`config.mk`:
```
export PLATFORM = sky130hd
export DESIGN_NAME = pipe_stage_skid
export DESIGN_NICKNAME = d
export VERILOG_FILES = /design/src/rtl/pipe_pkg.sv /design/src/rtl/sat_counter.sv /design/src/rtl/pipe_stage_skid.sv
export SDC_FILE = /design/constraint.sdc
export NUM_CORES = 1
export LEC_CHECK = 0
export BUFFER_PORTS_ARGS = -buffer_cell sky130_fd_sc_hd__clkbuf_2
export CAP_MARGIN = 20
export CORE_UTILIZATION = 47
export DETAILED_ROUTE_END_ITERATION = 10
export HOLD_SLACK_MARGIN = 0.03
export PLACE_DENSITY = 0.73
export REMOVE_ABC_BUFFERS = 1
export SYNTH_ARGS = -nofsm -noshare
export SYNTH_HDL_FRONTEND = slang
export SYNTH_SLANG_ARGS = --single-unit
```
`constraint.sdc`:
```
create_clock -name clk -period 2.53 [get_ports clk]
set_input_delay 0.6325 -clock clk [delete_from_list [all_inputs] [get_ports clk]]
set_output_delay 0.6325 -clock clk [all_outputs]
set_load 0.05 [all_outputs]
```
`src/rtl/pipe_pkg.sv`:
```
// Shared types and defaults for flow-controlled pipeline stages.
// Provides stage occupancy states, stall counter width and EX/WB widths.
package pipe_pkg;

    // Encoding mirrors {skid_valid, main_valid}
    typedef enum logic [1:0] {
        EMPTY = 2'b00,
        BUSY  = 2'b01,
        FULL  = 2'b11
    } stage_state_t;

    localparam int unsigned STALL_CNT_W = 16;

    localparam int unsigned EXWB_DATA_W = 32;
    localparam int unsigned EXWB_CTRL_W = 4;

endpackage

```
`src/rtl/sat_counter.sv`:
```
// Saturating up-counter with synchronous clear.
// Ports: clk_i, rst_i (async high), inc_i, clear_i, count_o.
module sat_counter #(
    parameter int unsigned WIDTH = 16
) (
    input  logic             clk_i,
    input  logic             rst_i,
    input  logic             inc_i,
    input  logic             clear_i,
    output logic [WIDTH-1:0] count_o
);

    logic [WIDTH-1:0] cnt_q;
    logic [WIDTH-1:0] cnt_d;

    always_comb begin
        cnt_d = cnt_q;
        if (clear_i) begin
            cnt_d = '0;
        end else if (inc_i && (cnt_q != '1)) begin
            cnt_d = cnt_q + 1'b1;
        end
    end

    always_ff @(posedge clk_i or posedge rst_i) begin
        if (rst_i) begin
            cnt_q <= '0;
        end else begin
            cnt_q <= cnt_d;
        end
    end

    assign count_o = cnt_q;

endmodule

```
`src/rtl/pipe_stage_skid.sv`:
```
// Flow-controlled pipeline stage with 2-entry skid buffer and flush.
// Ports: clk, rst (async high), flush, in_valid/in_ready/in_data/in_ctrl,
// out_valid/out_ready/out_data/out_ctrl, stall_cnt.
// PIPE_STAGE_PERF_EN builds a saturating stall counter; else stall_cnt=0.
module pipe_stage_skid
    import pipe_pkg::*;
#(
    parameter int unsigned       DATA_W   = EXWB_DATA_W,
    parameter int unsigned       CTRL_W   = EXWB_CTRL_W,
    parameter logic [DATA_W-1:0] RST_DATA = '0
) (
    input  logic                   clk,
    input  logic                   rst,
    input  logic                   flush,
    input  logic                   in_valid,
    output logic                   in_ready,
    input  logic [DATA_W-1:0]      in_data,
    input  logic [CTRL_W-1:0]      in_ctrl,
    output logic                   out_valid,
    input  logic                   out_ready,
    output logic [DATA_W-1:0]      out_data,
    output logic [CTRL_W-1:0]      out_ctrl,
    output logic [STALL_CNT_W-1:0] stall_cnt
);

    logic              main_valid_q, main_valid_d;
    logic [DATA_W-1:0] main_data_q, main_data_d;
    logic [CTRL_W-1:0] main_ctrl_q, main_ctrl_d;
    logic              skid_valid_q, skid_valid_d;
    logic [DATA_W-1:0] skid_data_q, skid_data_d;
    logic [CTRL_W-1:0] skid_ctrl_q, skid_ctrl_d;

    stage_state_t state;
    logic         in_xfer;
    logic         out_xfer;

    assign in_ready = ~skid_valid_q;
    assign in_xfer  = in_valid & in_ready;
    assign out_xfer = main_valid_q & out_ready;
    assign state    = stage_state_t'({skid_valid_q, main_valid_q});

    always_comb begin
        main_valid_d = main_valid_q;
        main_data_d  = main_data_q;
        main_ctrl_d  = main_ctrl_q;
        skid_valid_d = skid_valid_q;
        skid_data_d  = skid_data_q;
        skid_ctrl_d  = skid_ctrl_q;

        if (flush) begin
            main_valid_d = 1'b0;
            main_data_d  = RST_DATA;
            main_ctrl_d  = '0;
            skid_valid_d = 1'b0;
            skid_data_d  = RST_DATA;
            skid_ctrl_d  = '0;
        end else begin
            case (state)
                EMPTY: begin
                    if (in_xfer) begin
                        main_valid_d = 1'b1;
                        main_data_d  = in_data;
                        main_ctrl_d  = in_ctrl;
                    end
                end
                BUSY: begin
                    if (in_xfer && out_xfer) begin
                        main_data_d = in_data;
                        main_ctrl_d = in_ctrl;
                    end else if (in_xfer) begin
                        skid_valid_d = 1'b1;
                        skid_data_d  = in_data;
                        skid_ctrl_d  = in_ctrl;
                    end else if (out_xfer) begin
                        // Clear ctrl so a bubble never drives enables
                        main_valid_d = 1'b0;
                        main_ctrl_d  = '0;
                    end
                end
                FULL: begin
                    if (out_xfer) begin
                        main_data_d  = skid_data_q;
                        main_ctrl_d  = skid_ctrl_q;
                        skid_valid_d = 1'b0;
                        skid_ctrl_d  = '0;
                    end
                end
                default: begin
                end
            endcase
        end
    end

    always_ff @(posedge clk or posedge rst) begin
        if (rst) begin
            main_valid_q <= 1'b0;
            main_data_q  <= RST_DATA;
            main_ctrl_q  <= '0;
            skid_valid_q <= 1'b0;
            skid_data_q  <= RST_DATA;
            skid_ctrl_q  <= '0;
        end else begin
            main_valid_q <= main_valid_d;
            main_data_q  <= main_data_d;
            main_ctrl_q  <= main_ctrl_d;
            skid_valid_q <= skid_valid_d;
            skid_data_q  <= skid_data_d;
            skid_ctrl_q  <= skid_ctrl_d;
        end
    end

    assign out_valid = main_valid_q;
    assign out_data  = main_data_q;
    assign out_ctrl  = main_ctrl_q;

`ifdef PIPE_STAGE_PERF_EN
    sat_counter #(
        .WIDTH(STALL_CNT_W)
    ) u_stall_cnt (
        .clk_i  (clk),
        .rst_i  (rst),
        .inc_i  (main_valid_q & ~out_ready),
        .clear_i(1'b0),
        .count_o(stall_cnt)
    );
`else
    assign stall_cnt = '0;
`endif

endmodule

```
Word level (Yosys, flattened, before mapping):

Cells that the tools add are included.

* equal/unequal tests: 12
* multiplexer cells: 27
* bitwise operators: 3
* reduce and logical (&&, ||, !) cells: 12

Operators by type and width (count)
* 2-to-1 mux 32 bit: 7
* case mux 32 bit (3 select lines): 1
* 2-to-1 mux 4 bit: 8
* inequality test 3 bit, second input constant: 7
* case mux 4 bit (3 select lines): 1
* AND reduction 5 bit: 2
* inequality test 4 bit, second input constant: 2
* case mux 4 bit (2 select lines): 1
* AND reduction 4 bit: 2
* 2-to-1 mux 1 bit: 7
* nonzero test 3 bit: 2
* case mux 1 bit (2 select lines): 2
* nonzero test 2 bit: 2
* nonzero test 4 bit: 1
* AND reduction 3 bit: 1
* AND 1 bit: 2
* == test 2 x 1 -> 1 bit, second input constant: 1
* == test 2 bit, second input constant: 1
* zero test 2 bit: 1
* inequality test 2 bit, second input constant: 1
* logical AND 1 bit: 1
* NOT 1 bit: 1

* flip-flop bits (word level): 74
* input port bits: 41
* word-level logic and storage cells: 60

Depth between registers and ports, before layout:

Gate-level depths: netlist of the first run.

* depth in word-level cells: 6
* mapped depth: 7
* gate-level depth less buffers: 4

Least setup slack after synthesis of the first run:

Ideal clock, no wire load.

* path kind: register to register
* start point: register main_valid_q (netlist: out_valid)
* end point: register main_data_q[0] (netlist: out_data[0])
* arrival time: 1745 ps
* required time: 2405 ps
* slack: 659 ps
* cell stages (with the launch flop): 7
* buffers on the path: 2
* clock period less this slack: 1871 ps
* path through: dfrtp_1 -> buf_2 -> or2_1 -> a21oi_2 -> nor2_2 -> buf_6 -> mux2_4

* longest elaborated chain between the ends: 4
* elaborated cells between the ends (all ways): 12

RTL lines
* start, declared: RTL line pipe_stage_skid.sv:26 `logic main_valid_q, main_valid_d;`
* start signal, assigned: RTL line pipe_stage_skid.sv:103 `main_valid_q <= main_valid_d;`
* AND 1 bit: RTL line pipe_stage_skid.sv:39 `assign out_xfer = main_valid_q & out_ready;`
* logical AND 1 bit: RTL line pipe_stage_skid.sv:67 `if (in_xfer && out_xfer) begin`
* inequality test 3 bit (no source line)
* AND reduction 4 bit (no source line)
* end signal, assigned: RTL line pipe_stage_skid.sv:104 `main_data_q <= main_data_d;`
* end, declared: RTL line pipe_stage_skid.sv:27 `logic [DATA_W-1:0] main_data_q, main_data_d;`

Several ways; a longest one is shown, not always the timed one.
A chain may end at the register's enable or synchronous reset.

Final worst setup path of the first run:

* start point: register skid_valid_q
* end point: register main_data_q[18] (netlist: out_data[18])

* longest elaborated chain between the ends: 5
* elaborated cells between the ends (all ways): 13

RTL lines
* start, declared: RTL line pipe_stage_skid.sv:29 `logic skid_valid_q, skid_valid_d;`
* start signal, assigned: RTL line pipe_stage_skid.sv:106 `skid_valid_q <= skid_valid_d;`
* NOT 1 bit: RTL line pipe_stage_skid.sv:37 `assign in_ready = ~skid_valid_q;`
* AND 1 bit: RTL line pipe_stage_skid.sv:38 `assign in_xfer = in_valid & in_ready;`
* logical AND 1 bit: RTL line pipe_stage_skid.sv:67
* inequality test 3 bit (no source line)
* AND reduction 4 bit (no source line)

Several ways; a longest one is shown, not always the timed one.

==> impl_metrics.json, run 1 <==
{
  "placed_cells": 478,
  "clk_pin_slew_ns": 0.08,
  "routedWlPerCell_um": 15.3,
  "clock.fmax_ghz": 0.464,
  "yosys-top-cells-area": "dfrtp_1 (53%), mux2_4 (13%), a22o_1 (8.9%)",
  "critPathKind": "reg2reg",
  "setup_viol": 0,
  "leakage_uw": 0.00215,
  "cp_max_fo": 22,
  "regToRegSetupSlack_ns": 0.38,
  "ys_types": 28,
  "gr-usage-all-layers": 0.208,
  "min_period_ns": 2.15,
  "grt_pass1_vias": 2510,
  "crit_slowest_cell": "nor2_4",
  "ys_top_cells_by_count": "dfrtp_1 (74), nand2_1 (72), a22o_1 (36)",
  "synth_top_area_cell": "dfrtp_1",
  "htree_levels": 3,
  "synth_edf_count": 0,
  "routed_via_density": 5.17,
  "yosysSeqAreaShare": 0.526,
  "status": "completed",
  "post_cts_buffers": 0,
  "clk_path_buf_depth": 2,
  "clock_skew_ns": 0.00733,
  "slew_viol_final": 0,
  "design_area_um2": 4140,
  "postSynth.asyncResetShare": 1.00,
  "seq_area_um2": 1850,
  "cp.arrival_ns": 2.38,
  "final-hold-violation-count": 0,
  "multiInputGateArea_um2": 1470,
  "max_slew_margin": 0.391,
  "fillers": 652,
  "reg2reg_depth": 5,
  "area_growth_pct": 17.4,
  "dp_slack_ns": 0.0422,
  "clkLatencyLatePin_ns": 0.35,
  "setup_slack_ns": 0.376,
  "syn_inst": 315,
  "num_rows": 31,
  "antenna_found_initial": 0,
  "final_layout_size_suffix_gt1_frac": 0.354,
  "path_cells": "nor2_1 > a21oi_2 > nor2_4 > buf_4 > mux2_4",
  "yosysWarnings": 0,
  "ir_drop_uv": 385,
  "num_vias": 2553,
  "cts.sinks": 74,
  "min-delay-path-class": "in2async",
  "start_util": 0.486,
  "max-cap-violations": 0,
  "die_area_um2": 7850,
  "cts_resized": 0,
  "wirelength_um": 7580,
  "place_congestion": 0.726,
  "grt_start_max_net_pins": 48,
  "core_um2": 7250,
  "synth_top_area_frac": 0.526,
  "grt_overflow": 0,
  "synth_area_um2": 3520,
  "place_hpwl_um": 4860,
  "powerDensity_nw_per_um2": 687,
  "synth_flop_cell": "dfrtp_1",
  "portBuffers": 78,
  "stdcell_count": 494,
  "rsz0062_at_grt": "no",
  "route.detailed.drc": 0,
  "crit_start": "skid_valid_q",
  "grt_pass1_wl_um": 12200,
  "yosysMostFrequentCell": "dfrtp_1",
  "timing.rr.start": "skid_valid_q",
  "antenna_left": 0,
  "required_ns": 2.76,
  "cts_root_buffer": "clkbuf_8",
  "cp-start-kind": "register",
  "r2r_end": "out_data[18]",
  "crit_path_max_incr_delay_ns": 0.69,
  "ios": 95,
  "drt_iter0_drc": 117,
  "drt-pass1-iter-count": 6,
  "fin_crit_sh": 0.851,
  "cts_tree": "built",
  "syn_avg_cell_area_um2": 11.2,
  "ys_ff_latch": 74,
  "tightest_slew_ns": 0.911,
  "place_area_um2": 3940,
  "diodes": 0,
  "cp-end-kind": "register",
  "finalNetCount": 431,
  "cts_buffers": 9,
  "dieHeight_um": 88.6,
  "cts.hold.buffers_added": 0,
  "die_w_um": 88.6
}
-- power by group --
group | switching (uW) | internal, uW
Sequential | 45.2 | 1260
Combinational | 447 | 194
Clock | 442 | 457
-- how the worst max path moves through the flow --
stage | to | slack [ns] | depth (start not counted)
2_1_floorplan | out_data[10] | -0.28 | 4
3_3_place_gp | out_data[17] | 0.10 | 6
3_5_place_dp | out_data[21] | 0.04 | 6
4_1_cts | out_data[23] | 0.35 | 5
5_1_grt | out_data[5] | 0.23 | 5
6_report | out_data[18] | 0.38 | 5
-- worst max-delay path, delay by kind of cell, from the launching register on --
| kind | cells | cell delay, ns |
|---|---|---|
| flip-flops | 1 | 0.43 |
| buffers and inverters | 1 | 0.38 |
| AO/OA/AOI/OAI | 1 | 0.07 |
| multiplexers | 1 | 0.32 |
| AND/OR/NAND/NOR | 2 | 0.84 |
-- final cells by class --
cell class | count | share of cell area
clock buffers | 10 | 0.0309
clock inverters | 6 | 0.0163
inverters | 3 | 0.00303
multi-input cells | 214 | 0.356
flip-flops and latches | 74 | 0.448
well taps | 99 | 0.0300
repair buffers | 88 | 0.116
-- placed cells by master (no fill, tap or decap), types with 2 or more instances in the layout --
| cell | n |
|---|---|
| nand2_1 | 72 |
| inv_1 | 2 |
| a21oi_1 | 35 |
| o21ai_0 | 4 |
| clkinv_4 | 2 |
| buf_4 | 9 |
| mux2_4 | 30 |
| dfrtp_1 | 74 |
| clkinv_2 | 2 |
| mux2i_1 | 4 |
| conb_1 | 16 |
| a22o_1 | 36 |
| clkbuf_8 | 9 |
| clkbuf_2 | 78 |
| nand2b_1 | 2 |
| mux2_2 | 2 |
| clkinvlp_4 | 2 |
-- flip-flops by register name, summed over array words and instances (netlist names) --
register,cells
out_data,32
skid_data_q,32
out_ctrl,4
skid_ctrl_q,4
out_valid,1
skid_valid_q,1
-- per-stage QoR --
| stage | utilization | power (uW) | TNS (ns) | hold slack, ns |
|---|---|---|---|---|
| 2_1_floorplan | - | 1790 | -6.55 | 0.466 |
| 3_3_place_gp | 0.543 | 1960 | 0 | 0.461 |
| 3_5_place_dp | 0.543 | 1970 | 0 | 0.473 |
| 4_1_cts | 0.570 | 2880 | 0 | 0.280 |
| 5_1_grt | 0.570 | 2980 | 0 | 0.310 |
| 6_report | 0.570 | 2840 | 0 | 0.279 |
-- cell families (layout without fill, tap and decap cells) --
kind of cell,Yosys count,after routing,synth area share
buf+inv,42,107,0.0742
mux,36,36,0.146
simple gates,81,81,0.0952
flops,74,74,0.526
other cells,1,16,0.00106
compound gates,81,81,0.158
-- metal layers --
| metal | share of wire | track usage |
|---|---|---|
| met1 | 0.49 | 0.290 |
| met2 | 0.46 | 0.314 |
| met3 | 0.043 | 0.0410 |
| met4 | 0.011 | 0.0968 |
| met5 | 0 | 0 |
Power figures use the tool's default switching activity.
==> run 2, diff against run 1 <==
--- a/config.mk
+++ b/config.mk
@@ -5,12 +5,13 @@
 export SDC_FILE = /design/constraint.sdc
 export NUM_CORES = 1
 export LEC_CHECK = 0
+export ABC_AREA = 1
 export BUFFER_PORTS_ARGS = -buffer_cell sky130_fd_sc_hd__clkbuf_2
 export CAP_MARGIN = 20
-export CORE_UTILIZATION = 47
+export CORE_UTILIZATION = 58
 export DETAILED_ROUTE_END_ITERATION = 10
 export HOLD_SLACK_MARGIN = 0.03
-export PLACE_DENSITY = 0.73
+export PLACE_DENSITY = 0.83
 export REMOVE_ABC_BUFFERS = 1
 export SYNTH_ARGS = -nofsm -noshare
 export SYNTH_HDL_FRONTEND = slang
==> constraint.sdc (replaced) <==
create_clock -name clk -period 2.8 [get_ports clk]
set_input_delay 0.7 -clock clk [delete_from_list [all_inputs] [get_ports clk]]
set_output_delay 0.7 -clock clk [all_outputs]
set_load 0.05 [all_outputs]
==> impl_metrics.json, run 2 <==
{
  "drt-pass1-iter-count": 5,
  "place_area_um2": 4380,
  "tightest_slew_ns": 0.764,
  "slew_viol_final": 0,
  "start_util": 0.601,
  "regToRegSetupSlack_ns": 0.39,
  "status": "completed",
  "max_slew_margin": 0.491,
  "post_cts_buffers": 0,
  "dr_wl_met3_um": 609,
  "clkLatencyLatePin_ns": 0.34,
  "die_w_um": 86.1,
  "clk_pin_slew_ns": 0.08,
  "required_ns": 3.07,
  "cts.sinks": 74,
  "ir_drop_uv": 454,
  "area_growth_pct": 12.0,
  "setup_tns_ns": 0,
  "crit_path_max_incr_delay_ns": 0.67,
  "yosysMostFrequentCell": "nand2_1",
  "cts.hold.buffers_added": 0,
  "place_hpwl_um": 5850,
  "num_vias": 3762,
  "final-hold-violation-count": 0,
  "cts_resized": 0,
  "clock.fmax_ghz": 0.415,
  "rsz0062_at_grt": "no",
  "cp-start-kind": "register",
  "place_congestion": 0.820,
  "gr-usage-all-layers": 0.273,
  "cp_max_fo": 37,
  "diodes": 0,
  "wirelength_um": 9380,
  "ios": 95,
  "max-cap-violations": 0,
  "path_cells": "inv_4 > nand2_4 > inv_4 > nand3_4 > nand2_4 > nand2_1 > nand2_1",
  "route.detailed.drc": 0,
  "grt_start_max_net_pins": 75,
  "drt_iter0_drc": 196,
  "synth_top_area_frac": 0.451,
  "cp.arrival_ns": 2.68,
  "clock_skew_ns": 0.00752,
  "core_um2": 6830,
  "setup_viol": 0,
  "ys_top_cells_by_count": "nand2_1 (230), dfrtp_1 (74), nor2_1 (56)",
  "critPathKind": "reg2reg",
  "antenna_left": 0,
  "ys_ff_latch": 74,
  "cp-end-kind": "register",
  "cp.buffers_inverters": 2,
  "htree_levels": 3,
  "synth_area_um2": 4110,
  "dieHeight_um": 86.1,
  "syn_inst": 567,
  "yosys-top-cells-area": "dfrtp_1 (45%), nand2_1 (21%), nand3_1 (6.3%)",
  "routedWlPerCell_um": 12.9,
  "syn_avg_cell_area_um2": 7.24,
  "fin_crit_sh": 0.861,
  "postSynth.asyncResetShare": 1.00,
  "routed_via_density": 5.17,
  "crit_slowest_cell": "dfrtp_1",
  "grt_overflow": 0,
  "layout_commonest_cell": "nand2_1",
  "yosysWarnings": 0,
  "final_layout_size_suffix_gt1_frac": 0.189,
  "die_area_um2": 7420,
  "leakage_uw": 0.00285,
  "ys_types": 19,
  "min-delay-path-class": "in2async",
  "finalNetCount": 667,
  "met2_length_um": 4610,
  "design_area_um2": 4600,
  "drt-met1-wl_um": 3940,
  "top_layer_used": "met4",
  "antenna_found_initial": 0,
  "cts_buffers": 9,
  "cts_tree": "built",
  "synth_top_area_cell": "dfrtp_1",
  "synth_edf_count": 0,
  "min_period_ns": 2.41,
  "num_rows": 30,
  "critPathTopFamily": "simple AND/OR/NAND/NOR gates",
  "clk_path_buf_depth": 2,
  "powerDensity_nw_per_um2": 915,
  "grt_pass1_wl_um": 16000,
  "portBuffers": 78,
  "mostFrequentLayoutCells": "nand2_1 (230), clkbuf_2 (78), dfrtp_1 (74)",
  "synth_flop_cell": "dfrtp_1",
  "grt_pass1_vias": 3637,
  "yosysSeqAreaShare": 0.451,
  "cts_root_buffer": "clkbuf_8"
}
## run 2: cell count changes after synthesis, sizes merged, moves of 17 or more
cell	before	now
nand2	72	236
nor2	3	58
inv	3	54
nand3	0	55
mux2	32	0
a21oi	36	0
nand4	0	36
buf	33	50
a22o	36	0
## run 2: kinds of logic (layout without fill, tap and decap cells)
family          Yosys count  after routing  synth area share
other cells               1             16          0.000913
flops                    74             74             0.451
buf+inv                 105            154             0.137
compound gates            2              2           0.00244
simple gates            385            385             0.408
## run 2: worst min-delay path, stage by stage
cell and delay, ns:
clkbuf_2 0.09, inv_2 0.06, buf_12 0.34
## run 2: final timing paths
| check | start | to | cells past startpoint |
|---|---|---|---|
| max in group asynchronous | rst | skid_data_q[23] | 3 |
| min | rst | out_data[17] | 3 |
| max | skid_valid_q | out_data[29] | 7 |
| max reg2reg | skid_valid_q | out_data[29] | 7 |
| min reg2reg | out_data[9] | out_data[9] | 2 |
| min in group clk | out_data[9] | out_data[9] | 2 |
## run 2: power breakdown
part	switching (uW)	leakage, uW	internal (uW)
logic	1400	0.00175	383
clock network	401	0.000116	511
registers	182	0.000986	1330
## run 2: cell type report
| class | instances | area [um2] |
|---|---|---|
| timing repair buffer | 84 | 448 |
| clock buffer | 13 | 179 |
| clock inverter | 3 | 43.8 |
| fill | 612 | 2230 |
| inverter | 54 | 210 |
| multi-input combinational | 403 | 1750 |
| sequential | 74 | 1850 |
| tap | 96 | 120 |
## run 2: per-stage QoR
step	util	power [uW]	setup slack, ns	instances	hold WS [ns]
floorplan	-	2820	0.218	531	0.442
global placement	0.641	3260	0.386	711	0.453
detailed placement	0.641	3310	0.356	711	0.458
global route	0.673	4430	0.247	727	0.459
CTS	0.673	4220	0.382	727	0.434
finish	0.673	4210	0.389	727	0.425
## run 2: per-layer routing
layer	track usage	vias to the layer above
li1	-	1841
met1	0.336	1733
met2	0.472	170
met3	0.0298	18
met4	0.141	0
met5	0	-
==> run 3, diff against run 2 <==
--- a/config.mk
+++ b/config.mk
@@ -8,10 +8,11 @@
 export ABC_AREA = 1
 export BUFFER_PORTS_ARGS = -buffer_cell sky130_fd_sc_hd__clkbuf_2
 export CAP_MARGIN = 20
+export CORE_MARGIN = 2
 export CORE_UTILIZATION = 58
 export DETAILED_ROUTE_END_ITERATION = 10
 export HOLD_SLACK_MARGIN = 0.03
-export PLACE_DENSITY = 0.83
+export PLACE_DENSITY = 0.86
 export REMOVE_ABC_BUFFERS = 1
 export SYNTH_ARGS = -nofsm -noshare
 export SYNTH_HDL_FRONTEND = slang
==> impl_metrics.json, run 3 (synthesis gave the netlist of run 2 again) <==
{
  "post_cts_buffers": 0,
  "antenna_left": 0,
  "fin_total_pwr_uw": 3990,
  "cp-end-kind": "register",
  "dieHeight_um": 88.1,
  "min_period_ns": 2.28,
  "regToRegSetupSlack_ns": 0.52,
  "num_rows": 30,
  "cts.hold.buffers_added": 0,
  "diodes": 0,
  "cts_root_buffer": "clkbuf_8",
  "cts_tree": "built",
  "finalNetCount": 669,
  "required_ns": 3.09,
  "core_um2": 6830,
  "powerDensity_nw_per_um2": 878,
  "utilization": 0.664,
  "cts_resized": 0,
  "layout_commonest_cell": "nand2_1",
  "die_w_um": 88.1,
  "drt-pass1-iter-count": 4,
  "internal-power_uw": 2040,
  "met2_length_um": 4630,
  "max-cap-violations": 0,
  "ios": 95,
  "cts_buffers": 9,
  "fin_crit_sh": 0.813,
  "start_util": 0.601,
  "tightest_slew_ns": 0.759,
  "wirelength_um": 9400,
  "num_vias": 3683,
  "grt_pass1_wl_um": 15500,
  "critPathKind": "reg2reg",
  "p_clk_frac": 0.172,
  "clock.fmax_ghz": 0.439,
  "max_slew_margin": 0.494,
  "final_layout_size_suffix_gt1_frac": 0.184,
  "cts.sinks": 74,
  "rsz0062_at_grt": "no",
  "mostFrequentLayoutCells": "nand2_1 (230), clkbuf_2 (78), dfrtp_1 (74)",
  "route.detailed.drc": 0,
  "leakage_uw": 0.00282,
  "drt_iter0_drc": 243,
  "netSwitchingFraction": 0.488,
  "cp.arrival_ns": 2.56,
  "place_congestion": 0.804,
  "ir_drop_uv": 428,
  "dp_slack_ns": 0.328,
  "stdcell_count": 725,
  "placed_cells": 713,
  "setup_slack_ns": 0.523,
  "status": "completed",
  "top_layer_used": "met4",
  "clk_pin_slew_ns": 0.07,
  "grt_overflow": 0,
  "antenna_found_initial": 0,
  "clock_skew_ns": 0.00268,
  "grt_pass1_vias": 3461,
  "seqPwrFrac": 0.382,
  "area_growth_pct": 10.5,
  "setup_viol": 0,
  "cp-start-kind": "register",
  "gr-usage-all-layers": 0.259,
  "drt-met1-wl_um": 3970,
  "grt_start_max_net_pins": 75,
  "dr_wl_met3_um": 544,
  "slew_viol_final": 0,
  "p_switching_uw": 1940,
  "clkLatencyLatePin_ns": 0.35,
  "routed_via_density": 5.08,
  "portBuffers": 78,
  "final-hold-violation-count": 0,
  "p_comb_frac": 0.446,
  "setup_tns_ns": 0,
  "place_hpwl_um": 6090,
  "die_area_um2": 7770,
  "cp_max_fo": 37,
  "min-delay-path-class": "in2async",
  "htree_levels": 3,
  "clk_path_buf_depth": 2,
  "routedWlPerCell_um": 13.0
}
[run 3: cell type report]
cell class              count  area [um2]
fillers                   625        2290
flip-flops and latches     74        1850
multi-input cells         403        1750
repair buffers             86         463
inverters                  54         210
clock buffers              11         141
well taps                  96         120
clock inverters             1        5.00
[run 3: through the flow]
stage	hold slack [ns]	instance area, um2
finish	0.418	4540
global route	0.438	4540
CTS	0.428	4540
detailed placement	0.459	4390
global placement	0.453	4390
floorplan	0.442	3810
[run 3: path summary, 6_finish.rpt]
kind,start,endpoint,cells past startpoint
worst max-delay path,out_valid,out_data[10],7
worst min-delay path,rst,out_data[26],3
worst max register to register,out_valid,out_data[10],7
worst min register to register,out_data[19],out_data[19],2
max in group asynchronous,rst,skid_data_q[7],3
min in group clk,out_data[19],out_data[19],2
[run 3: worst max-delay path, cell delays in order, from the launching register on]
cell and delay [ns]:
dfrtp_1 0.72, buf_4 0.27, nand2_4 0.07, inv_4 0.31
nand3_4 0.28, nand2_4 0.37, nand2_1 0.10, nand2_1 0.07
[run 3: layer usage]
metal	vias up	GRT usage
li1	1847	-
met1	1691	0.322
met2	124	0.438
met4	0	0.127
met3	21	0.0424
met5	-	0
[run 3: power groups by stage]
stage          clock network (uW)  logic (uW)  registers [uW]
2_1_floorplan                   0         715            2110
3_3_place_gp                    0        1750            1530
3_5_place_dp                    0        1780            1530
4_1_cts                       695        1790            1520
5_1_grt                       748        1940            1550
6_report                      684        1780            1520
